**config.mk**
```make
export PLATFORM = sky130hd
export DESIGN_NAME = debug_unit_rx_loader_flat
export DESIGN_NICKNAME = d
export VERILOG_FILES = /design/src/rtl/debug_unit_rx_loader_if.sv /design/src/rtl/debug_unit_rx_loader.sv /design/src/flat_wrapper.sv
export SDC_FILE = /design/constraint.sdc
export NUM_CORES = 1
export LEC_CHECK = 0
export BUFFER_PORTS_ARGS = -buffer_cell sky130_fd_sc_hd__buf_2
export CAP_MARGIN = 20
export CORE_MARGIN = 10
export CORE_UTILIZATION = 54
export DETAILED_ROUTE_END_ITERATION = 6
export MAX_ROUTING_LAYER = met4
export PLACE_DENSITY = 0.78
export SYNTH_ARGS = -nofsm -noshare
export SYNTH_HDL_FRONTEND = slang
export SYNTH_SLANG_ARGS = --single-unit
```
**constraint.sdc**
```tcl
create_clock -name i_clock -period 1.65 [get_ports i_clock]
set_input_delay 0.33 -clock i_clock [delete_from_list [all_inputs] [get_ports i_clock]]
set_output_delay 0.33 -clock i_clock [all_outputs]
set_load 0.05 [all_outputs]
```
**src/rtl/debug_unit_rx_loader_if.sv**
```systemverilog
// rtl/debug_unit_rx_loader_if.sv - byte stream in, memory write and run control out
interface debug_unit_rx_loader_if #(
  parameter int N_BITS       = 8,
  parameter int N_BITS_INSTR = 32,
  parameter int N_BITS_ADDR  = 8,
  parameter int NB_STATE     = 3
);
  logic [N_BITS-1:0]       i_rx_data;
  logic                    i_rx_done;
  logic                    o_write_enable;
  logic [N_BITS_ADDR-1:0]  o_write_addr;
  logic [N_BITS_INSTR-1:0] o_write_data;
  logic                    o_load_done;
  logic                    o_execution_mode;
  logic                    o_execution_step;
  logic                    o_load_error;
  logic [NB_STATE-1:0]     o_state;

  modport master (
    output i_rx_data, i_rx_done,
    input  o_write_enable, o_write_addr, o_write_data, o_load_done,
    input  o_execution_mode, o_execution_step, o_load_error, o_state
  );

  modport slave (
    input  i_rx_data, i_rx_done,
    output o_write_enable, o_write_addr, o_write_data, o_load_done,
    output o_execution_mode, o_execution_step, o_load_error, o_state
  );
endinterface

```
**src/rtl/debug_unit_rx_loader.sv**
```systemverilog
// rtl/debug_unit_rx_loader.sv - UART byte-stream loader/run control; DEBUG_RX_CHECKSUM_EN adds XOR load checksum
module debug_unit_rx_loader #(
  parameter int                N_BITS       = 8,
  parameter int                N_BITS_INSTR = 32,
  parameter int                N_BITS_ADDR  = 8,
  parameter logic [N_BITS-1:0] CMD_LOAD     = 'h55,
  parameter logic [N_BITS-1:0] CMD_STEP     = 'h53,
  parameter int                NB_STATE     = 3
) (
  input logic                   i_clock,
  input logic                   i_reset,
  debug_unit_rx_loader_if.slave bus
);
  localparam int BYTES = N_BITS_INSTR / N_BITS;
  localparam int CNT_W = $clog2(BYTES);
  localparam logic [CNT_W-1:0] CNT_LAST = CNT_W'(BYTES - 1);
  localparam int PART_W = N_BITS_INSTR - N_BITS;

  typedef enum logic [NB_STATE-1:0] {
    IDLE  = NB_STATE'(0),
    LOAD  = NB_STATE'(1),
    CHECK = NB_STATE'(2),
    MODE  = NB_STATE'(3),
    RUN   = NB_STATE'(4),
    ERROR = NB_STATE'(5)
  } state_t;

  state_t                  state_q;
  logic [PART_W-1:0]       part_q;
  logic [CNT_W-1:0]        cnt_q;
  logic [N_BITS_ADDR-1:0]  addr_q;
  logic [N_BITS_ADDR-1:0]  waddr_q;
  logic [N_BITS_INSTR-1:0] wdata_q;
  logic                    we_q;
  logic                    step_q;
  logic                    mode_q;
  logic                    done_q;
  logic [N_BITS_INSTR-1:0] word_d;
  logic                    halt_d;
`ifdef DEBUG_RX_CHECKSUM_EN
  logic [N_BITS-1:0]       xsum_q;
  logic                    err_q;
`endif

  // Only the leading BYTES-1 bytes are stored; the last byte completes the word combinationally.
  always_comb begin
    word_d = {part_q, bus.i_rx_data};
    halt_d = (word_d == {N_BITS_INSTR{1'b1}});
  end

  always_ff @(posedge i_clock) begin
    if (i_reset) begin
      state_q <= IDLE;
      part_q  <= '0;
      cnt_q   <= '0;
      addr_q  <= '0;
      waddr_q <= '0;
      wdata_q <= '0;
      we_q    <= 1'b0;
      step_q  <= 1'b0;
      mode_q  <= 1'b0;
      done_q  <= 1'b0;
`ifdef DEBUG_RX_CHECKSUM_EN
      xsum_q  <= '0;
      err_q   <= 1'b0;
`endif
    end else begin
      we_q    <= 1'b0;
      wdata_q <= '0;
      step_q  <= 1'b0;
      case (state_q)
        IDLE: begin
          if (bus.i_rx_done && bus.i_rx_data == CMD_LOAD) begin
            state_q <= LOAD;
            part_q  <= '0;
            cnt_q   <= '0;
            addr_q  <= '0;
`ifdef DEBUG_RX_CHECKSUM_EN
            xsum_q  <= '0;
`endif
          end
        end
        LOAD: begin
          if (bus.i_rx_done) begin
            part_q <= word_d[PART_W-1:0];
`ifdef DEBUG_RX_CHECKSUM_EN
            xsum_q <= xsum_q ^ bus.i_rx_data;
`endif
            if (cnt_q == CNT_LAST) begin
              cnt_q   <= '0;
              we_q    <= 1'b1;
              waddr_q <= addr_q;
              wdata_q <= word_d;
              addr_q  <= addr_q + 1'b1;
              if (halt_d) begin
`ifdef DEBUG_RX_CHECKSUM_EN
                state_q <= CHECK;
`else
                state_q <= MODE;
                done_q  <= 1'b1;
`endif
              end
            end else begin
              cnt_q <= cnt_q + 1'b1;
            end
          end
        end
`ifdef DEBUG_RX_CHECKSUM_EN
        CHECK: begin
          if (bus.i_rx_done) begin
            if (bus.i_rx_data == xsum_q) begin
              state_q <= MODE;
              done_q  <= 1'b1;
            end else begin
              state_q <= ERROR;
              err_q   <= 1'b1;
            end
          end
        end
        ERROR: begin
          state_q <= ERROR;
        end
`endif
        MODE: begin
          if (bus.i_rx_done) begin
            mode_q  <= bus.i_rx_data[0];
            state_q <= RUN;
          end
        end
        RUN: begin
          if (bus.i_rx_done && mode_q && bus.i_rx_data == CMD_STEP) begin
            step_q <= 1'b1;
          end
        end
        default: state_q <= IDLE;
      endcase
    end
  end

  assign bus.o_write_enable   = we_q;
  assign bus.o_write_addr     = waddr_q;
  assign bus.o_write_data     = wdata_q;
  assign bus.o_load_done      = done_q;
  assign bus.o_execution_mode = mode_q;
  assign bus.o_execution_step = step_q;
  assign bus.o_state          = state_q;
`ifdef DEBUG_RX_CHECKSUM_EN
  assign bus.o_load_error     = err_q;
`else
  assign bus.o_load_error     = 1'b0;
`endif
endmodule

```
**src/flat_wrapper.sv**
```systemverilog
// flat-port wrapper written by rule: the top's interface ports become plain ports
module debug_unit_rx_loader_flat 
#(
  parameter int                N_BITS       = 8,
  parameter int                N_BITS_INSTR = 32,
  parameter int                N_BITS_ADDR  = 8,
  parameter logic [N_BITS-1:0] CMD_LOAD     = 'h55,
  parameter logic [N_BITS-1:0] CMD_STEP     = 'h53,
  parameter int                NB_STATE     = 3
)
  (i_clock, i_reset, bus_i_rx_data, bus_i_rx_done, bus_o_write_enable, bus_o_write_addr, bus_o_write_data, bus_o_load_done, bus_o_execution_mode, bus_o_execution_step, bus_o_load_error, bus_o_state);
  debug_unit_rx_loader_if #(.N_BITS(N_BITS), .N_BITS_INSTR(N_BITS_INSTR), .N_BITS_ADDR(N_BITS_ADDR), .NB_STATE(NB_STATE)) bus_i ();
  input logic i_clock;
  input logic i_reset;
  input wire logic [$bits(bus_i.i_rx_data)-1:0] bus_i_rx_data;
  input wire logic [$bits(bus_i.i_rx_done)-1:0] bus_i_rx_done;
  output wire logic [$bits(bus_i.o_write_enable)-1:0] bus_o_write_enable;
  output wire logic [$bits(bus_i.o_write_addr)-1:0] bus_o_write_addr;
  output wire logic [$bits(bus_i.o_write_data)-1:0] bus_o_write_data;
  output wire logic [$bits(bus_i.o_load_done)-1:0] bus_o_load_done;
  output wire logic [$bits(bus_i.o_execution_mode)-1:0] bus_o_execution_mode;
  output wire logic [$bits(bus_i.o_execution_step)-1:0] bus_o_execution_step;
  output wire logic [$bits(bus_i.o_load_error)-1:0] bus_o_load_error;
  output wire logic [$bits(bus_i.o_state)-1:0] bus_o_state;
  assign bus_i.i_rx_data = bus_i_rx_data;
  assign bus_i.i_rx_done = bus_i_rx_done;
  assign bus_o_write_enable = bus_i.o_write_enable;
  assign bus_o_write_addr = bus_i.o_write_addr;
  assign bus_o_write_data = bus_i.o_write_data;
  assign bus_o_load_done = bus_i.o_load_done;
  assign bus_o_execution_mode = bus_i.o_execution_mode;
  assign bus_o_execution_step = bus_i.o_execution_step;
  assign bus_o_load_error = bus_i.o_load_error;
  assign bus_o_state = bus_i.o_state;
  debug_unit_rx_loader #(.N_BITS(N_BITS), .N_BITS_INSTR(N_BITS_INSTR), .N_BITS_ADDR(N_BITS_ADDR), .CMD_LOAD(CMD_LOAD), .CMD_STEP(CMD_STEP), .NB_STATE(NB_STATE)) u_core (.i_clock(i_clock), .i_reset(i_reset), .bus(bus_i));
endmodule
```
======== Yosys cells after proc, flatten, opt, wreduce, memory -nomap -nowiden ========
Index checks and enable logic that the tools add are counted.
word-level totals
  bits in writable memories ............... 0
  bits in registers ....................... 81
  output and inout port bits .............. 48
  bits in latches ......................... 0
  input bits .............................. 11
  memories ................................ 0
  word-level logic and storage cells ...... 61
  ROM bits ................................ 0
cells by class
  order comparisons ....................... 0
  mux-type cells .......................... 19
  divide/modulo/power cells ............... 0
  eq/ne operators ......................... 12
  reduce and logical (&&, ||, !) cells .... 14
  $mul .................................... 0
  shifts and indexed selects .............. 0
  add/sub/neg operators ................... 2
  bitwise logic cells ..................... 4
operator list
  operator                                                                  count
  24-bit 2-to-1 mux                                                         2
  24-bit one-hot mux with 2 select lines                                    1
  32-bit == test (second input constant)                                    1
  8-bit 2-to-1 mux                                                          3
  8-bit by 7-bit == test with 1-bit output (second input constant)          2
  8-bit one-hot mux with 2 select lines                                     1
  3-bit 2-to-1 mux                                                          5
  3-bit one-hot mux with 4 select lines                                     1
  8-bit by 1-bit adder with 8-bit output (second input constant)            1
  4-bit AND reduction                                                       2
  2-bit 2-to-1 mux                                                          3
  2-bit by 1-bit inequality test with 1-bit output (second input constant)  3
  3-bit AND reduction                                                       2
  6-bit AND reduction                                                       1
  2-bit inequality test (second input constant)                             2
  1-bit inverter                                                            4
  2-bit one-hot mux with 2 select lines                                     1
  4-bit OR reduction                                                        1
  3-bit by 1-bit == test with 1-bit output (second input constant)          1
  3-bit by 2-bit == test with 1-bit output (second input constant)          1
  3-bit == test (second input constant)                                     1
  1-bit logical AND                                                         3
  3-bit logical NOT                                                         1
  3-bit OR reduction                                                        1
  6 further kinds                                                           7

======== Logic depth before layout (Yosys ltp) ========
  depth after elaboration ................. 5
  mapped depth ............................ 6
  mapped depth without buffers ............ 5

======== Worst setup path after synthesis ========
Ideal clock, no wire load.
  path type ............................... reg2reg
  start ................................... reg u_core.state_q[0], in the netlist u_core.bus.o_state[0]
  end ..................................... reg u_core.cnt_q[1]
  cell stages (with the launch flop) ...... 6
  buffers on the path ..................... 2
  data required time ...................... 1.578 ns
  data arrival time ....................... 1.749 ns
  slack ................................... -0.170 ns
  period minus slack after synthesis ...... 1.820 ns
  setup time .............................. 0.072 ns
  cell sequence ........................... dfxtp_1 buf_6 nor4b_2 clkbuf_1 nand2_1 mux2i_1
between the ends
  word-level cells in the longest chain between the ends .. 3
  elaborated cells on any way between the ends .. 7
  those cells by class .................... 3 x eq/ne; 1 x mux; 3 x reduce/logical
ends and longest elaborated chain
  element                                                                        RTL line                     RTL
  from (decl)                                                                    debug_unit_rx_loader.sv:28   state_t state_q;
  from (signal assigned)                                                         debug_unit_rx_loader.sv:53   state_q <= IDLE;
  from (signal assigned)                                                         debug_unit_rx_loader.sv:74   state_q <= LOAD;
  from (signal assigned)                                                         debug_unit_rx_loader.sv:99   state_q <= MODE;
  3-bit by 1-bit == test with 1-bit output or 3-bit logical NOT (tied branches)  debug_unit_rx_loader.sv:71   case (state_q)
  2-bit inequality test (no line), or another cell as far along                  --
  3-bit AND reduction (no line)                                                  --
  to (signal assigned)                                                           debug_unit_rx_loader.sv:104  cnt_q <= cnt_q + 1'b1;
  to (decl)                                                                      debug_unit_rx_loader.sv:30   logic [CNT_W-1:0] cnt_q;
Parallel ways exist; a longest one is shown, timed or not.
A chain may end at the register's enable or synchronous reset.

======== Final worst setup path ========
  start ................................... reg u_core.state_q[0], in the netlist u_core.bus.o_state[0]
  end ..................................... reg u_core.addr_q[5]
between the ends
  word-level cells in the longest chain between the ends .. 3
  elaborated cells on any way between the ends .. 8
  those cells by class .................... 4 x eq/ne; 1 x mux; 3 x reduce/logical
ends and longest elaborated chain
  element                                                                                   RTL line                    RTL
  3-bit by 1-bit == test with 1-bit output or 3-bit logical NOT (tied branches)             debug_unit_rx_loader.sv:71
  2-bit by 1-bit inequality test with 1-bit output (no line), or another cell as far along  --
  4-bit AND reduction (no line)                                                             --
  to (signal assigned)                                                                      debug_unit_rx_loader.sv:94  addr_q <= addr_q + 1'b1;
  to (decl)                                                                                 debug_unit_rx_loader.sv:31  logic [N_BITS_ADDR-1:0] addr_q;
Parallel ways exist; a longest one is shown, timed or not.

==> run metrics <==
drt first pass iters=5; hold path cells=2; First DRT Iteration DRCs=158; H-tree depth=3; cell area after layout=about 3700 sq um; Reg-to-Reg Start=u_core.bus.o_state[0]; share of layout cells above drive strength 1=0.277; CTS Root Cell=clkbuf_8; Max Clk Rate=640 MHz; Inserted Clock Buffers=9; Longest Clk Path Bufs=2; worst vdd ir=just over 0.5 mV; Max Cap Viol=0; Placement Cell Area=3530 sq um; CTS tree=yes; total routed wirelength=slightly above 7000 um; GR Overflow Total=0; Die Ht=95.3 um; Critical Path Source=u_core.bus.o_state[0]; reg2reg path depth=4; # diodes=0; gr usage total=0.163; setup TNS=0 ns; Antenna Nets Post-Route=0; CTS Sinks=81; r2r setup slk=about 0.087 ns; post-CTS setup buffer count=0; Final Hold Viols=0; pin count of the biggest net entering global routing=55; crit path kind=reg2reg; global-route wire length before repair=11300 um; Vias/cell=5.41; synthesized area=3060 sq um; worst min path class=in2reg; commonest cells after routing, fill and taps aside=dfxtp_1 (78), nand2_1 (73), buf_2 (57), and3_1 (32), mux2i_1 (27); critical path arrival=approximately 1.8 ns; # DRC=0; Synthesized Nets=about 330; status=finished, final reports clean; Hold-fix buffers, CTS=0; Synth cell types=40; worst path required time=1.93 ns; Hold WS=around 0.34 ns; Initial Util=0.556; total leakage power=1.79 nW; detailed placer's ending HPWL=4980 um; Reg clk slew, reported paths=0.08 ns; # nets final=approximately 400; Setup crit start kind=register; Crit Reg-Reg Endpoint=u_core.addr_q[5]; Final Cycle Share=0.947; dpl cells=447; DIE WIDTH=95.3 um; pwr dens=~940 nW/um^2; nature of the critical path endpoint=register; RD Place Congestion=0.845; Port Buf Inserts=57; Max FO, Critical Path=9; Syn-to-layout area delta=22.1%; commonest non-fill, non-tap cell in the layout=dfxtp_1; Tot Pwr=3.51 mW; synthesis warning total=0; Clock Skew=between 0.007 and 0.008 ns; row cnt=27; post-synthesis sequential area ratio=0.530; number of antenna violations at the first check in global routing=0; FF+latch count, synth=slightly above 80; minimum clock period=1.56 ns; Primary FF master, synth=dfxtp_1; I/O pin count=59; post-CTS resize count=0; Post-synth ARST share=0; die footprint=a little over 9000 sq um; Avg Cell Area, Syn=around 9.6 sq um; CORE AREA=5510 sq um; Hold Path End=u_core.bus.o_execution_mode; synthesized instance count=318; DR vias=2500; RSZ-0062 raised after global routing=false; Setup-failing EPs final=0; Post-Layout Cell Count=between 400 and 500; clk_lat worst skew=about 0.35 ns; count of flip-flops with a built-in enable after synthesis=0; Max Slew Vio Count=0; min-delay src=i_reset; vias in the first global route=2329; post-DR wirelength/cell=roughly 15 um
[metal layers]
| layer | GRT usage | share of wire |
|---|---|---|
| met1 | 0.202 | 0.46 |
| met4 | 0.0786 | 0.018 |
| met2 | 0.236 | 0.45 |
| met5 | - | 0 |
| met3 | 0.0487 | 0.071 |
[critical path, stage by stage (launching register included)]
cell,delay [ns]
dfxtp_2,0.36
nor3_4,0.31
a31oi_4,0.17
or4_1,0.50
a21oi_1,0.15
[synthesized netlist by cell type (2+ instances only)]
cell type,number,share of area
a211oi_1,3,0.0074
a21oi_1,18,0.029
and3_1,32,0.065
and3_2,2,0.0049
buf_2,4,0.0065
buf_6,4,0.015
clkbuf_1,13,0.016
dfxtp_1,81,0.53
ha_1,2,0.0082
inv_1,3,0.0037
mux2i_1,27,0.088
nand2_1,73,0.089
nand3_1,3,0.0049
nand4_1,13,0.027
nand4b_1,2,0.0057
nor2_1,5,0.0061
nor4_1,2,0.0041
o31ai_1,5,0.012
or4_1,5,0.012
[layout make-up]
cell class / instances / area [sq um]
Clock buffer: 11 / 151
Tap cell: 72 / 90.1
Fill cell: 457 / 1770
Multi-Input combinational cell: 211 / 1310
Clock inverter: 4 / 52.6
Timing Repair Buffer: 80 / 495
Inverter: 3 / 11.3
Sequential cell: 81 / 1630
[metrics by stage]
step | setup WS [ns] | utilization
floorplan | 0.00402 | -
global placement | -0.0381 | 0.642
detailed placement | -0.103 | 0.642
CTS | 0.0866 | 0.679
global route | 0.0173 | 0.679
finish | 0.0868 | 0.679
[logic make-up (layout without fill, tap and decap cells)]
family | count (synthesis) | count (layout) | synth area share
compound gates | 31 | 31 | 0.0678
fa+ha+maj | 2 | 2 | 0.00817
buf+inv | 26 | 98 | 0.0445
flops | 81 | 81 | 0.530
mux | 27 | 27 | 0.0883
other cells | 1 | 1 | 0.00122
simple gates | 150 | 150 | 0.260
[power breakdown]
part | internal, mW | total, mW | leakage (nW) | switching, mW
registers | 1.95 | 1.95 | 0.654 | 0.000116
clock network | 0.773 | 1.46 | 0.0937 | 0.686
logic | 0.0363 | 0.103 | 1.05 | 0.0665
total | 2.76 | 3.51 | 1.79 | 0.753
[worst max-delay path by stage]
stage                                   to  depth (start not counted)
after detailed placement  u_core.addr_q[5]                          5
after floorplan            u_core.cnt_q[1]                          5
after global placement    u_core.addr_q[5]                          5
after CTS                 u_core.addr_q[5]                          4
after global routing      u_core.addr_q[4]                          5
final                     u_core.addr_q[5]                          4
[sequential cells by signal, summed over array words and instances (netlist names)]
signal	cells
u_core.addr_q	8
u_core.bus.o_execution_mode	1
u_core.bus.o_execution_step	1
u_core.bus.o_load_done	1
u_core.bus.o_state	3
u_core.bus.o_write_addr	8
u_core.bus.o_write_data	32
u_core.bus.o_write_enable	1
u_core.cnt_q	2
u_core.part_q	24
Power figures use the tool's default switching activity.
